$ cat src/rtl/game_pkg.sv
`default_nettype none
// +--------------------------------------------------------------------+
// | game_pkg : shared game state encodings and hold-timer defaults      |
// | Rev 1.0                                                             |
// +--------------------------------------------------------------------+
package game_pkg;

  typedef enum logic [1:0] {
    ST_IDLE = 2'b00,
    ST_PLAY = 2'b01,
    ST_WIN  = 2'b10,
    ST_LOSE = 2'b11
  } game_state_t;

  localparam int unsigned c_HOLD_CYCLES = 200000000;
  localparam int unsigned c_HOLD_WIDTH  = 28;

  function automatic logic is_hold_state(input game_state_t s);
    return (s == ST_WIN) || (s == ST_LOSE);
  endfunction

endpackage
`default_nettype wire

$ cat src/rtl/rising_edge_detect.sv
`default_nettype none
// +--------------------------------------------------------------------+
// | rising_edge_detect : one-cycle pulse when IN is high after a low    |
// | Rev 1.0                                                             |
// +--------------------------------------------------------------------+
module rising_edge_detect (
  input  logic CLK,
  input  logic RESET,
  input  logic IN,
  output logic PULSE
);

  logic r_in_prev;

  // History resets high so a level already asserted at reset release is not an edge.
  always_ff @(posedge CLK) begin
    if (RESET) begin
      r_in_prev <= 1'b1;
    end else begin
      r_in_prev <= IN;
    end
  end

  assign PULSE = IN & ~r_in_prev;

endmodule
`default_nettype wire

$ cat src/rtl/game_controller.sv
`default_nettype none
// +--------------------------------------------------------------------+
// | game_controller : IDLE/PLAY/WIN/LOSE sequencer with hold timer      |
// | Rev 1.0                                                             |
// +--------------------------------------------------------------------+
module game_controller
  import game_pkg::*;
#(
  parameter int unsigned HOLD_CYCLES = c_HOLD_CYCLES,
  parameter int unsigned HOLD_WIDTH  = c_HOLD_WIDTH
) (
  input  logic       CLK,
  input  logic       RESET,
  input  logic       BTN_START,
  input  logic       APPLE_EATEN,
  input  logic       COLLISION,
  input  logic       FINISHED,
  output logic [1:0] STATE,
  output logic       SCORE_ENABLE,
  output logic       SCORE_RESET,
  output logic       SNAKE_RUN
);

  localparam logic [HOLD_WIDTH-1:0] c_HOLD_LAST = HOLD_WIDTH'(HOLD_CYCLES - 1);

  game_state_t           r_state;
  game_state_t           w_state_next;
  logic [HOLD_WIDTH-1:0] r_hold_timer;
  logic [HOLD_WIDTH-1:0] w_hold_timer_next;
  logic                  w_score_enable_next;
  logic                  w_start_pulse;
  logic                  w_apple_pulse;

  rising_edge_detect u_start_edge (
    .CLK   (CLK),
    .RESET (RESET),
    .IN    (BTN_START),
    .PULSE (w_start_pulse)
  );

  rising_edge_detect u_apple_edge (
    .CLK   (CLK),
    .RESET (RESET),
    .IN    (APPLE_EATEN),
    .PULSE (w_apple_pulse)
  );

  // Timer stays at 0 unless the next cycle is a continuing WIN/LOSE dwell.
  always_comb begin
    w_state_next        = r_state;
    w_hold_timer_next   = '0;
    w_score_enable_next = 1'b0;
    case (r_state)
      ST_IDLE: begin
        if (w_start_pulse) begin
          w_state_next = ST_PLAY;
        end
      end
      ST_PLAY: begin
        if (COLLISION) begin
          w_state_next = ST_LOSE;
        end else if (FINISHED) begin
          w_state_next = ST_WIN;
        end else if (w_apple_pulse) begin
          w_score_enable_next = 1'b1;
        end
      end
      ST_WIN, ST_LOSE: begin
        if (r_hold_timer == c_HOLD_LAST) begin
          w_state_next = ST_IDLE;
        end else begin
          w_hold_timer_next = r_hold_timer + 1'b1;
        end
      end
    endcase
  end

  // Status outputs are derived from the next state so they align with STATE.
  always_ff @(posedge CLK) begin
    if (RESET) begin
      r_state      <= ST_IDLE;
      r_hold_timer <= '0;
      SCORE_ENABLE <= 1'b0;
      SCORE_RESET  <= 1'b1;
      SNAKE_RUN    <= 1'b0;
    end else begin
      r_state      <= w_state_next;
      r_hold_timer <= w_hold_timer_next;
      SCORE_ENABLE <= w_score_enable_next;
      SCORE_RESET  <= (w_state_next == ST_IDLE);
      SNAKE_RUN    <= (w_state_next == ST_PLAY);
    end
  end

  assign STATE = r_state;

endmodule
`default_nettype wire
$ cat config.mk
export PLATFORM = sky130hd
export DESIGN_NAME = game_controller
export DESIGN_NICKNAME = d
export VERILOG_FILES = /design/src/rtl/game_pkg.sv /design/src/rtl/rising_edge_detect.sv /design/src/rtl/game_controller.sv
export SDC_FILE = /design/constraint.sdc
export NUM_CORES = 1
export LEC_CHECK = 0
export CAP_MARGIN = 20
export CORE_AREA = 5 5 61 85
export CTS_BUF_LIST = sky130_fd_sc_hd__clkbuf_8 sky130_fd_sc_hd__clkbuf_16
export DETAILED_ROUTE_END_ITERATION = 6
export DIE_AREA = 0 0 66 90
export PLACE_DENSITY_LB_ADDON = 0.05
export SETUP_SLACK_MARGIN = 0.3
export SLEW_MARGIN = 15
export SYNTH_ARGS = -nofsm -noshare
export SYNTH_HDL_FRONTEND = slang
export SYNTH_SLANG_ARGS = --single-unit
$ cat constraint.sdc
create_clock -name CLK -period 2.4 [get_ports CLK]
set_clock_uncertainty 0.2 [all_clocks]
set_input_delay 0.48 -clock CLK [delete_from_list [all_inputs] [get_ports CLK]]
set_output_delay 0.48 -clock CLK [all_outputs]
set_load 0.01 [all_outputs]
**Word level (Yosys, flattened, before mapping)**

Index checks and enable logic that the tools add are counted.

- Bitwise operators: 6
- Equal/unequal tests: 5
- Reductions and logical operators: 5
- Add/subtract/negate cells: 1
- Mux-type cells: 6

Operators with widths:

| cell | count |
|---|---|
| $add 28x1->28 const B | 1 |
| $eq 28x28->1 const B | 1 |
| $mux 2 | 4 |
| $pmux 2 s3 | 1 |
| $eq 2x1->1 const B | 2 |
| $eq 2x2->1 const B | 2 |
| $logic_not 2->1 | 2 |
| $not 1->1 | 4 |
| $reduce_or 4->1 | 1 |
| $reduce_or 3->1 | 1 |
| $and 1x1->1 | 2 |
| $reduce_or 2->1 | 1 |
| $mux 1 | 1 |

- Logic and storage cells: 30
- Bits in registers: 35

**Logic depth before layout (Yosys ltp)**

- Word-level depth: 5
- Gate-level depth with buffers: 7

**Modules after synthesis**

A second synthesis with hierarchy kept.

- Cell total of the unflattened synthesis: 180
- Area, all modules: 1577.8 um^2

By module, submodules not included:

| module | area an instance (um^2) | seq. area each (um^2) | cells an instance | times used |
|---|---|---|---|---|
| game_controller | 1512.7 | 660.6 | 174 | 1 |
| rising_edge_detect | 32.5 | 20.0 | 3 | 2 |

**Least setup slack after synthesis**

OpenSTA, ideal clock, no wires.

- Path type: register to register
- Start point: register r_hold_timer[0]
- End point: register r_state[1], in the netlist STATE[1]
- Required time: 2.081 ns
- Clock period less this slack: 2.079 ns
- Path slack: 0.321 ns
- Buffers on the path: 2
- Data arrival time: 1.760 ns
- Stages on the path, launching flop included: 8
- Path through: dfxtp_1 -> ha_1 -> and4_1 -> buf_2 -> nand4_1 -> o41ai_4 -> buf_2 -> nand2_1

- Cells in the longest elaborated chain, start to end: 3

RTL lines:

| element | RTL line | text |
|---|---|---|
| start: declaration | game_controller.sv:28 | `logic [HOLD_WIDTH-1:0] r_hold_timer;` |
| start signal: assignment | game_controller.sv:88 | `r_hold_timer <= w_hold_timer_next;` |
| $eq 28x28->1 | game_controller.sv:69 | `if (r_hold_timer == c_HOLD_LAST) begin` |
| $mux 2 | game_controller.sv:69 |  |
| $pmux 2 s3 | game_controller.sv:53 | `case (r_state)` |
| end signal: assignment | game_controller.sv:87 | `r_state <= w_state_next;` |
| end: declaration | game_controller.sv:26 | `game_state_t r_state;` |

Every way passes these cells.
A chain may end at the register's enable or synchronous reset.

**Final worst setup path**

- Start point: register r_hold_timer[0]
- End point: register r_hold_timer[11]

- Cells in the longest elaborated chain, start to end: 2
- Elaborated cells between the ends (all ways): 3
- Those cells by class: add/sub (1); eq/ne (1); reduce/logical (1)

RTL lines:

| element |
|---|
| branches (longest 2 deep; another with $add 28x1->28) |

Several ways; the timed one is not identified.

==> impl_metrics.env <==
export IMPL_grt_pass1_vias=1340
export IMPL_synth_ff_latch_count=35
export IMPL_layout_area_overhead_vs_synth_pct=29.35
export IMPL_slew_headroom=0.7784
export IMPL_die_w_um=66
export IMPL_timing_rr_start="r_hold_timer[0]$_SDFF_PP0_"
export IMPL_via_count=1465
export IMPL_crit_path_end_kind="flip-flop"
export IMPL_ys_types=37
export IMPL_post_cts_hold_buffer_count=0
export IMPL_synthMostInstantiatedCell="sky130_fd_sc_hd__dfxtp_1"
export IMPL_reg2regPathDepth=8
export IMPL_critical_path_required_ns=2.37
export IMPL_grt_util_all_layers=0.1335
export IMPL_synthTopCellsByCount="sky130_fd_sc_hd__dfxtp_1, sky130_fd_sc_hd__nor2_1, sky130_fd_sc_hd__a21oi_1, sky130_fd_sc_hd__nand2_1, sky130_fd_sc_hd__nand3_1"
export IMPL_synthCells=180
export IMPL_yosysWarnings=0
export IMPL_num_fill_cells=428
export IMPL_run_status="finished, final reports clean"
export IMPL_cell_type_contributing_the_most_total_cell_area_after_synthesis="sky130_fd_sc_hd__dfxtp_1"
export IMPL_wirelength_um=4058
export IMPL_dr_first_iter_drc_count=68
export IMPL_std_cell_rows=29
export IMPL_nets=217
export IMPL_antenna_violations_before_repair=0
export IMPL_avgViaCountPerCell=5.366
export IMPL_start_kind="flip-flop"
export IMPL_hold_violations=0
export IMPL_synthFlopType="sky130_fd_sc_hd__dfxtp_1"
export IMPL_report_final_setup_viol=0
export IMPL_cts_sink_count=35
export IMPL_max_clock_freq_mhz=483.6
export IMPL_layout_core_utilization=0.4722
export IMPL_fp_dieH_um=90
export IMPL_dieArea_mm2=0.005940
export IMPL_synthesis_area_per_instance_um2=8.904
export IMPL_synth_fp_nets=187
export IMPL_yosysSeqAreaShare=0.4372
export IMPL_drv_slew=0
export IMPL_rr_endpoint="r_hold_timer[11]$_SDFF_PP0_"
export IMPL_timing_max_cap_violations=0
export IMPL_ys_top_cells_by_area="sky130_fd_sc_hd__dfxtp_1, sky130_fd_sc_hd__xor2_1, sky130_fd_sc_hd__nor2_1, sky130_fd_sc_hd__nand4_1, sky130_fd_sc_hd__a21oi_1"
export IMPL_numPortBuffers=10
export IMPL_period_share=0.8616
export IMPL_cts_max_level=2
export IMPL_cts_buffers=5
export IMPL_synth_edf_count=0
export IMPL_critical_path_arrival_ns=2.04
export IMPL_clockBufferDepth=2
export IMPL_boundaryPins=11
export IMPL_synth_top_area_frac=0.4372
export IMPL_antenna_left=0
export IMPL_hold_end="r_hold_timer[0]$_SDFF_PP0_"
export IMPL_grt_start_max_net_pins=21
export IMPL_critical_path_class="reg -> reg"
export IMPL_hold_path_stages=1
export IMPL_initial_utilization=0.3651
export IMPL_root_buffer="sky130_fd_sc_hd__clkbuf_8"
export IMPL_design_core_area_mm2=0.004390
export IMPL_power_density_mw_per_mm2=504.1
export IMPL_seqCellArea_um2=724.4
export IMPL_syn_area_mm2=0.001603
export IMPL_worst_vdd_ir_mv=0.2780
export IMPL_power_static_leakage_uw=0.0006893
export IMPL_drcViolationCount=0
export IMPL_grt_ovfl_total=0
export IMPL_clock_tree_from_tritoncts="done"
export IMPL_wl_per_cell_um=14.86
export IMPL_worstMarginPinSlew_ns=0.3283
export IMPL_clkTransAtPathRegs_ns=0.07
export IMPL_reg2reg_setup_slack_ns=0.33
export IMPL_antenna_diode_count=0
export IMPL_first_pass_iters=4
export IMPL_ys_async_sr_fraction=0
export IMPL_clk_latency_ns=0.28
export IMPL_gp_congestion=0.7456
export IMPL_worstPathMaxFanout=5
export IMPL_hold_worst_slack_ns=0.2638
export IMPL_hold_path_startpoint="r_hold_timer[0]$_SDFF_PP0_"
export IMPL_post_route_min_period_ns=2.068
export IMPL_setup_tns_ns=0
export IMPL_hold_class="reg -> reg"
export IMPL_rsz0062_at_grt="yes"
export IMPL_wire_length_of_the_first_global_routing_pass_um=6023
export IMPL_post_route_cells_drive_above_1_share=0.2607
export IMPL_detailedPlacementHpwl_um=2708
export IMPL_multi_input_area_um2=865.8
==> cell usage in the layout, fill, tap and decap left out, types with 3 or more instances in the layout <==
master / n
sky130_fd_sc_hd__dfxtp_1: 20
sky130_fd_sc_hd__nor2_1: 19
sky130_fd_sc_hd__buf_4: 15
sky130_fd_sc_hd__dfxtp_2: 13
sky130_fd_sc_hd__nand3_1: 12
sky130_fd_sc_hd__a21oi_1: 12
sky130_fd_sc_hd__nand2_1: 12
sky130_fd_sc_hd__nand4_1: 10
sky130_fd_sc_hd__xor2_1: 10
sky130_fd_sc_hd__clkdlybuf4s50_1: 10
sky130_fd_sc_hd__o21ai_0: 8
sky130_fd_sc_hd__inv_1: 7
sky130_fd_sc_hd__or3_1: 6
sky130_fd_sc_hd__o31ai_1: 6
sky130_fd_sc_hd__or4_1: 6
sky130_fd_sc_hd__clkbuf_8: 5
sky130_fd_sc_hd__and3_1: 3
==> power by group <==
part           leakage [µW]  internal [µW]  switching (µW)
logic              0.000348           32.2            22.4
registers          0.000291            586            5.45
clock network     0.0000505            195             204
total              0.000689            813             232
==> layer usage <==
metal,GRT usage,share of wire,vias up
met5,0,0,-
met4,0.06102,0.017,0
met3,0.04239,0.036,4
met2,0.2351,0.53,29
met1,0.1399,0.41,708
li1,-,-,724
==> per-stage QoR <==
stage | std cells | instance area [µm²] | power (µW) | worst slack [ns]
after floorplan | 180 | 1603 | 624.4 | 0.3212
after global placement | 251 | 1792 | 650.7 | 0.2244
after detailed placement | 251 | 1792 | 651.1 | 0.1216
after CTS | 260 | 1887 | 1052 | 0.3015
after global routing | 273 | 2073 | 1085 | 0.2649
final | 273 | 2073 | 1045 | 0.3322
==> state kept, by name (all words and copies together), names as in the netlist <==
signal	flops
u_apple_edge.r_in_prev	1
u_start_edge.r_in_prev	1
r_hold_timer	28
SCORE_RESET	1
STATE	2
SCORE_ENABLE	1
SNAKE_RUN	1
==> layout make-up <==
cell class	instances	share of cell area
Clock buffer	5	0.03319
Clock inverter	3	0.006035
Inverter	5	0.009052
Multi-Input combinational cell	133	0.4176
Sequential cell	35	0.3494
Tap cell	62	0.03742
Timing Repair Buffer	30	0.1473
==> cells by family (layout without fill, tap and decap cells) <==
| logic type | count (synthesis) | in the layout | share of synthesized area |
|---|---|---|---|
| adders and majority gates | 1 | 1 | 0.007805 |
| AOI/OAI and AO/OA | 33 | 33 | 0.1351 |
| xor gates and xnor gates | 12 | 12 | 0.06557 |
| buffers and inverters | 12 | 43 | 0.04059 |
| DFF | 35 | 35 | 0.4372 |
| and+or+nand+nor | 87 | 87 | 0.3138 |
==> worst max-delay path: stages (launching register included) <==
cell	delay, ns
sky130_fd_sc_hd__dfxtp_4	0.37
sky130_fd_sc_hd__ha_4	0.14
sky130_fd_sc_hd__and4_4	0.25
sky130_fd_sc_hd__nand4_1	0.10
sky130_fd_sc_hd__buf_6	0.15
sky130_fd_sc_hd__o41ai_4	0.34
sky130_fd_sc_hd__buf_4	0.21
sky130_fd_sc_hd__clkbuf_16	0.15
sky130_fd_sc_hd__nor2_1	0.05
==> how the worst max path moves through the flow <==
stage                                from                           to  slack [ns]  cells past startpoint
6_report       r_hold_timer[0]$_SDFF_PP0_  r_hold_timer[11]$_SDFF_PP0_        0.33                      8
5_1_grt        r_hold_timer[0]$_SDFF_PP0_  r_hold_timer[24]$_SDFF_PP0_        0.26                      8
4_1_cts        r_hold_timer[0]$_SDFF_PP0_          STATE[0]$_SDFF_PP0_        0.30                      7
3_5_place_dp   r_hold_timer[0]$_SDFF_PP0_          STATE[0]$_SDFF_PP0_        0.12                      6
3_3_place_gp   r_hold_timer[0]$_SDFF_PP0_          STATE[0]$_SDFF_PP0_        0.22                      6
2_1_floorplan  r_hold_timer[0]$_SDFF_PP0_          STATE[1]$_SDFF_PP0_        0.32                      7
==> what timing repair did <==
action | CTS | global route
endpoints found under the setup margin | 28 | 27
gates cloned | 0 | 2
buffers inserted | 1 | 11
gates resized for setup | 5 | 21
pin swaps | 2 | 5
Note: power is estimated with default switching activity, not from simulation.
